`config.mk`:
```
export PLATFORM = sky130hd
export DESIGN_NAME = antirrebote_sensores
export DESIGN_NICKNAME = d
export VERILOG_FILES = /design/src/rtl/antirrebote_sensores.sv
export SDC_FILE = /design/constraint.sdc
export NUM_CORES = 1
export LEC_CHECK = 0
export ABC_AREA = 1
export BUFFER_PORTS_ARGS = -buffer_cell sky130_fd_sc_hd__buf_2
export CORE_MARGIN = 4
export CORE_UTILIZATION = 61
export CTS_BUF_LIST = sky130_fd_sc_hd__clkbuf_16
export DETAILED_ROUTE_END_ITERATION = 10
export GPL_ROUTABILITY_DRIVEN = 1
export PLACE_DENSITY = 0.85
export RECOVER_POWER = 25
export SKIP_CTS_REPAIR_TIMING = 1
export SYNTH_ARGS = -nofsm -noshare
export SYNTH_HDL_FRONTEND = slang
export SYNTH_SLANG_ARGS = --single-unit
```
`constraint.sdc`:
```
create_clock -name clk -period 1.7 [get_ports clk]
set_clock_uncertainty 0.15 [all_clocks]
set_input_delay 0.34 -clock clk [delete_from_list [all_inputs] [get_ports clk]]
set_output_delay 0.34 -clock clk [all_outputs]
set_load 0.02 [all_outputs]
```
`src/rtl/antirrebote_sensores.sv`:
```
// Two-channel synchronizer and debouncer for the active-low barrier sensors.
// Each channel: 2-FF synchronizer, then an ESTABLE/VERIFICANDO qualifier with a stability counter.
module antirrebote_sensores #(
  parameter int N_ESTABLE = 500000,
  parameter int CNT_W     = 19
) (
  input  logic clk,
  input  logic reset,
  input  logic a_raw,
  input  logic b_raw,
  output logic a,
  output logic b,
  output logic a_evt,
  output logic b_evt
);

  localparam logic [CNT_W-1:0] CNT_MAX = CNT_W'(N_ESTABLE - 1);

  if (N_ESTABLE < 2 || (64'(1) << CNT_W) <= 64'(N_ESTABLE - 1)) begin : g_param_err
    $error("antirrebote_sensores: N_ESTABLE must be >= 2 and fit in CNT_W bits");
  end

  logic [1:0] raw_vec;
  logic [1:0] out_vec;
  logic [1:0] evt_vec;

  assign raw_vec = {b_raw, a_raw};
  assign a       = out_vec[0];
  assign b       = out_vec[1];
  assign a_evt   = evt_vec[0];
  assign b_evt   = evt_vec[1];

  genvar gi;
  for (gi = 0; gi < 2; gi++) begin : g_canal
    typedef enum logic {ESTABLE, VERIFICANDO} estado_t;

    estado_t          state_reg, state_next;
    logic [CNT_W-1:0] cnt_reg, cnt_next;
    logic             s1_reg, s_reg;
    logic             out_reg, out_next;
    logic             evt_reg, evt_next;

    always_ff @(posedge clk) begin
      if (!reset) begin
        s1_reg    <= 1'b1;
        s_reg     <= 1'b1;
        state_reg <= ESTABLE;
        cnt_reg   <= '0;
        out_reg   <= 1'b1;
        evt_reg   <= 1'b0;
      end else begin
        s1_reg    <= raw_vec[gi];
        s_reg     <= s1_reg;
        state_reg <= state_next;
        cnt_reg   <= cnt_next;
        out_reg   <= out_next;
        evt_reg   <= evt_next;
      end
    end

    // A bounce back to the current output level discards the whole qualification run.
    always_comb begin
      state_next = state_reg;
      cnt_next   = cnt_reg;
      out_next   = out_reg;
      evt_next   = 1'b0;
      case (state_reg)
        ESTABLE: begin
          cnt_next = '0;
          if (s_reg != out_reg) begin
            state_next = VERIFICANDO;
            cnt_next   = CNT_W'(1);
          end
        end
        VERIFICANDO: begin
          if (s_reg == out_reg) begin
            state_next = ESTABLE;
            cnt_next   = '0;
          end else if (cnt_reg == CNT_MAX) begin
            state_next = ESTABLE;
            cnt_next   = '0;
            out_next   = s_reg;
            evt_next   = 1'b1;
          end else begin
            cnt_next = cnt_reg + CNT_W'(1);
          end
        end
        default: begin
          state_next = ESTABLE;
          cnt_next   = '0;
        end
      endcase
    end

    assign out_vec[gi] = out_reg;
    assign evt_vec[gi] = evt_reg;
  end

endmodule

```
; ---- Yosys cells after proc, flatten, opt, wreduce, memory -nomap -nowiden
; Index checks and enable logic that the tools add are counted.
; Widths: inputs -> output; s select.
[totals]
wordCells = 47
inputBits = 4
output_inout_bits = 4
register_bits = 48
[op_classes]
mux = 18
bitwise_logic = 5
addsub = 2
n_reduce_logical = 4
n_eq_ne = 6
[op_table]
columns = cell, n
row1 = $mux 19, 4
row2 = $pmux 19 s2, 2
row3 = $add 19x1->19 const B, 2
row4 = $eq 19x19->1 const B, 2
row5 = $mux 1, 10
row6 = $reduce_and 3->1, 2
row7 = $reduce_or 3->1, 2
row8 = $not 1->1, 5
row9 = $pmux 1 s2, 2
row10 = $eq 1x1->1, 2
row11 = $ne 1x1->1, 2

; ---- Longest topological paths before layout
; Gate-level depths: netlist (run 1).
[logic_depth]
word_depth = 4
depth_mapped = 9
depth_no_buf = 9

; ---- Least setup slack after synthesis (run 1)
; OpenSTA, ideal clock, no wires.
[synth_path]
kind = register -> register
startpoint = register g_canal[0].cnt_reg[0]
endpoint = register g_canal[0].cnt_reg[10]
arrival_ns = 1.262
setup_ns = 0.119
n_path_buf = 1
required_ns = 1.431
path_slack_ns = 0.169
path_stages_with_launch = 8
synth_period_minus_slack_ns = 1.531
cell_sequence = dfxtp_1 -> ha_1 -> nand3_1 -> nor3_2 -> nand2_1 -> nand2_2 -> buf_6 -> nor2_1
[synth_via]
elab_chain_len = 4
word_cells_on_any_way = 5
classes_between = add/sub (1) / eq/ne (1) / mux (3)
[synth_rtl]
columns = item, line
row1 = start: declaration, 38  ; logic [CNT_W-1:0] cnt_reg, cnt_next;
row2 = start signal: assignment, 55  ; cnt_reg <= cnt_next;
row3 = $add 19x1->19 / $eq 19x19->1 (equally long branches), "85, 79"
row4 = $mux 19 *, 79  ; end else if (cnt_reg == CNT_MAX) begin
row5 = $mux 19 *, 76  ; if (s_reg == out_reg) begin
row6 = $pmux 19 s2 *, 67  ; case (state_reg)
; Every way passes the cells marked *; elsewhere a longest branch is shown, timed or not.
; A chain may end at the register's enable or synchronous reset.

; ---- Worst setup path after layout (run 1)
[layout_path]
startpoint = register g_canal[0].cnt_reg[0]
endpoint = register g_canal[0].cnt_reg[14]
; The elaborated chain is that of the path after synthesis.

==> impl_metrics.ini, run 1 <==
[synth]
yosys.cell_count.top_type = nand2_1
synth_top_area_cell = dfxtp_1
synth_nets = 361
ys_ff_latch = 48
netlist_area_um2 = 2422
synth_edf_count = 0
ys_seq_area_share_pct = 39.67
synth_top_area_share_pct = 39.67
synth_area_leaders = dfxtp_1 40%, nand2_1 15%, nor2_1 11%
synth_cell_type_count = 28
synthCells = 355
synth-async-reset-ratio_pct = 0
syn_avg_cell_area_um2 = 6.823
synth_common_cells = 94 x nand2_1, 68 x nor2_1, 48 x dfxtp_1
synth_warnings = 0
synth-main-ff-cell = dfxtp_1

[grt]
grt_pass1_vias = 1969
grt_usage_pct = 21.16
antenna_found_initial = 0
grt_overflow = 0
grt_pass1_wl_um = 8611
grt_max_degree = 19

[die]
dieArea_um2 = 5043
start_util_pct = 64.71
pin_count = 8
die_h_um = 71.02
core_um2 = 3744
fp.dieW_um = 71.02
rows = 22

[cts]
cts_tree = built
clk_pin_slew_ps = 60
cts-root-buf = clkbuf_16
htreeDepth = 2
clock_latency_ps = 290
numCtsBuffers = 5
clk_path_buf_depth = 2
cts_sinks = 48

[timing]
max-slew-margin-rel_pct = 77.37
drv_slew = 0
hold_slack_ps = 82.18
tightest_slew_ps = 338.1
setup_viol = 0
fin_crit_ps = 1609
hold_violations = 0
fmax_mhz = 621.4
min_period_over_period_pct = 94.67

[setup_path]
required_ps = 1730
rrSetupSlack_ps = 90
start_kind = flip-flop
worstPathArrival_ps = 1640
path_class = flip-flop to flip-flop
cp-end-kind = flip-flop
crit_fanout = 5

[place]
dp_hpwl_um = 3685
portBuffers = 7
gp_congestion = 0.8676

[route]
postRouteAntennaNets = 0
viasPerCell = 5.447
avgRoutedWirePerCell_um = 12.71
vias = 2293
drc = 0
drt_iter0_markers = 216
wl_um = 5353
dr.pass1.iters = 6

[power_and_ir_drop]
p_leak_uw = 0.0008371
total_power_uw = 2118
power-per-cell-area_nw_per_um2 = 783.1
peakVddDrop_mv = 0.7154

[final_layout]
drive_above_1_share_pct = 14.75
syn_to_final_growth_pct = 11.62
diodes = 0
largest_reg_flops = 38
layout.nets = 378

[run]
cap_violations = 0

[worst_hold_path]
min_path_type = primary input to flip-flop

[run_status]
status = completed
final cells by class:
class | count | area [µm²]
Clock buffer | 5 | 125.1
Multi-Input combinational cell | 268 | 1343
Fill cell | 315 | 1040
Sequential cell | 48 | 960.9
Tap cell | 48 | 60.06
Timing Repair Buffer | 11 | 58.81
Inverter | 38 | 142.6
Clock inverter | 3 | 13.76
critical path, cell delays in order, from the launching register on:
cell and delay, ps:
dfxtp_1 390, ha_2 230, nand3_2 130, buf_4 180, nor2_2 160, nand3_1 100
nand2_1 90, a21oi_1 60
where the power goes:
part	total [µW]	internal (µW)	switching, µW
logic	22.1	9.31	12.8
clock network	960	535	425
registers	1140	1130	4.01
per-stage QoR:
step                      TNS, ps  instances  instance area, µm²  util, %  worst slack (ps)
after CTS                  -165.8        420                2660    71.06            -28.51
after global placement          0        412                2521    67.35             134.6
after detailed placement        0        412                2521    67.35             6.479
after global routing       -18.92        421                2704    72.23            -17.45
final                           0        421                2704    72.23             90.68
after floorplan                 0        355                2422        -             168.8
layout by cell type, fill, tap and decap left out, types with 3 or more instances in the layout:
| cell | Yosys | final |
|---|---|---|
| nand2_1 | 94 | 93 |
| nor2_1 | 68 | 65 |
| dfxtp_1 | 48 | 48 |
| inv_1 | 35 | 33 |
| nand3_1 | 23 | 21 |
| a21oi_1 | 14 | 14 |
| nand4_1 | 9 | 9 |
| or2_2 | 9 | 9 |
| nor2_2 | 5 | 8 |
| o21ai_0 | 6 | 6 |
| xnor2_1 | 6 | 6 |
| a21oi_2 | 5 | 5 |
| nor3_1 | 6 | 5 |
| clkbuf_16 | 0 | 5 |
| clkbuf_1 | 0 | 5 |
| inv_2 | 2 | 4 |
| nor2_4 | 4 | 4 |
| xor2_1 | 4 | 4 |
| nand3b_1 | 4 | 4 |
| buf_4 | 0 | 4 |
| nand3_2 | 1 | 3 |
| nand2_2 | 2 | 3 |
path summary, 6_finish.rpt:
kind	from	endpoint	cells after the start
setup / recovery	g_canal[0].cnt_reg[0]	g_canal[0].cnt_reg[14]	7
hold / removal	b_raw	g_canal[1].s1_reg	2
setup reg to reg	g_canal[0].cnt_reg[0]	g_canal[0].cnt_reg[14]	7
hold reg to reg	g_canal[0].s1_reg	g_canal[0].s_reg	1
layer usage:
metal / track usage, % / vias to the layer above / share of wire (%)
met5: 0 / - / 0
li1: - / 1152 / -
met4: 9.603 / 0 / 2.8
met1: 28.68 / 1018 / 46
met2: 32.96 / 104 / 45
met3: 3.551 / 19 / 6.5
cells by family (layout without fill, tap and decap cells):
group	after synthesis	count (layout)	share of synthesized area (%)
compound gates	26	26	6.250
xor+xnor	10	10	3.616
fa+ha+maj	2	2	1.033
buf+inv	40	57	6.973
flops	48	48	39.67
simple gates	229	230	42.46
Power figures use the tool's default switching activity.
==> run 2: changes to the inputs <==
--- a/config.mk
+++ b/config.mk
@@ -7,7 +7,6 @@
 export LEC_CHECK = 0
 export ABC_AREA = 1
 export BUFFER_PORTS_ARGS = -buffer_cell sky130_fd_sc_hd__buf_2
-export CORE_MARGIN = 4
 export CORE_UTILIZATION = 61
 export CTS_BUF_LIST = sky130_fd_sc_hd__clkbuf_16
 export DETAILED_ROUTE_END_ITERATION = 10
==> impl_metrics.ini, run 2 (same netlist as run 1, synthesis figures left out) <==
[run_status]
status = completed

[setup_path]
cp_slowest_stage_delay_ps = 370
start_kind = flip-flop
cp_common_cell = nand3_1
worstPathArrival_ps = 1660
required_ps = 1730
cp-end-kind = flip-flop
critical_path.top_delay_family = simple AND/OR/NAND/NOR gates
crit_slowest_cell = dfxtp_2
path_class = flip-flop to flip-flop
crit_fanout = 5
path_buf_inv = 0
cp_cell_sequence = ha_1 -> nand3_1 -> nor3_1 -> nand3_1 -> nand2_1 -> nand3_1

[timing]
tightest_slew_ps = 321.5
layout_setup_ws_ps = 71.38
hold_slack_ps = 79.97
fin_crit_ps = 1629
setup_viol = 0
fmax_mhz = 614.0
min_period_over_period_pct = 95.80
rsz0062_at_grt = true
hold_violations = 0
drv_slew = 0
max-slew-margin-rel_pct = 78.49

[die]
dieArea_um2 = 4227
core_um2 = 3744
fp.dieW_um = 65.02
start_util_pct = 64.71
rows = 22
pin_count = 8
die_h_um = 65.02

[cts]
cts-root-buf = clkbuf_16
clk_pin_slew_ps = 60
clk_path_buf_depth = 2
numCtsBuffers = 5
cts_tree = built
cts_sinks = 48
clock_latency_ps = 290
htreeDepth = 2

[grt]
grt_pass1_vias = 2071
grt_overflow = 0
grt_pass1_wl_um = 8756
grt_max_degree = 19
grt_usage_pct = 26.42
antenna_found_initial = 0

[place]
numPlacedInstances = 412
dp_hpwl_um = 3528
portBuffers = 7
gp_congestion = 0.8940
dpl-instance-area_um2 = 2521
place_ws_ps = 21.24

[final_layout]
fillCellCount = 309
diodes = 0
drive_above_1_share_pct = 14.75
final_common_cell = nand2_1
finalNonFillerCells = 421
stdcell_area_um2 = 2725
multi_input_area_um2 = 1333
syn_to_final_growth_pct = 12.50
layout.nets = 378
largest_reg_flops = 38
seq_area_um2 = 962.2
final_cell_mix = 92 x nand2_1, 64 x nor2_1, 47 x dfxtp_1

[route]
postRouteAntennaNets = 0
drc = 0
viasPerCell = 5.333
drt_iter0_markers = 159
dr.pass1.iters = 5
vias = 2245
wl_um = 5023
avgRoutedWirePerCell_um = 11.93

[power_and_ir_drop]
p_leak_uw = 0.0008599
power-per-cell-area_nw_per_um2 = 832.0
peakVddDrop_mv = 0.6854

[run]
cap_violations = 0

[worst_hold_path]
min_path_type = primary input to flip-flop
-- run 2: report_power, final --
part	internal, µW	leakage (µW)	total (µW)	switching [µW]
sequential	1130	0.000388	1140	3.94
combinational	9.65	0.000392	22.4	12.8
clock	691	0.0000798	1110	419
total	1830	0.000860	2270	436
-- run 2: cell type report --
cell class                 instances  area share, %
multi-input combinational        268          48.90
sequential                        48          35.31
inverter                          38          5.234
clock buffer                       5          4.591
timing repair buffer              11          2.204
tap                               48          2.204
clock inverter                     3          1.561
-- run 2: worst paths after layout --
check / start / to / slack (ps) / cells after the start
worst max-delay path: g_canal[1].cnt_reg[0] / b / 70 / 6
worst min-delay path: b_raw / g_canal[1].s1_reg / 80 / 2
worst min register to register: g_canal[1].s1_reg / g_canal[1].s_reg / 270 / 1
worst max register to register: g_canal[1].cnt_reg[0] / b / 70 / 6
-- run 2: per-stage QoR --
stage | total power, µW | setup TNS (ps) | util [%]
2_1_floorplan | 1174 | 0 | -
3_3_place_gp | 1182 | 0 | 67.35
3_5_place_dp | 1183 | 0 | 67.35
4_1_cts | 2276 | 0 | 71.82
5_1_grt | 2326 | -31.79 | 72.79
6_report | 2267 | 0 | 72.79
-- run 2: layer usage --
metal / GRT usage (%) / share of wire (%)
met2: 38.93 / 43
met1: 37.27 / 49
met5: 0 / 0
met3: 4.930 / 6.0
met4: 11.68 / 2.1
-- run 2: worst register-to-register path: cells and delay by family, from the launching register on --
kind	cells	cell delay (ps)
simple gates	5	790
fa+ha+maj	1	210
flops	1	370
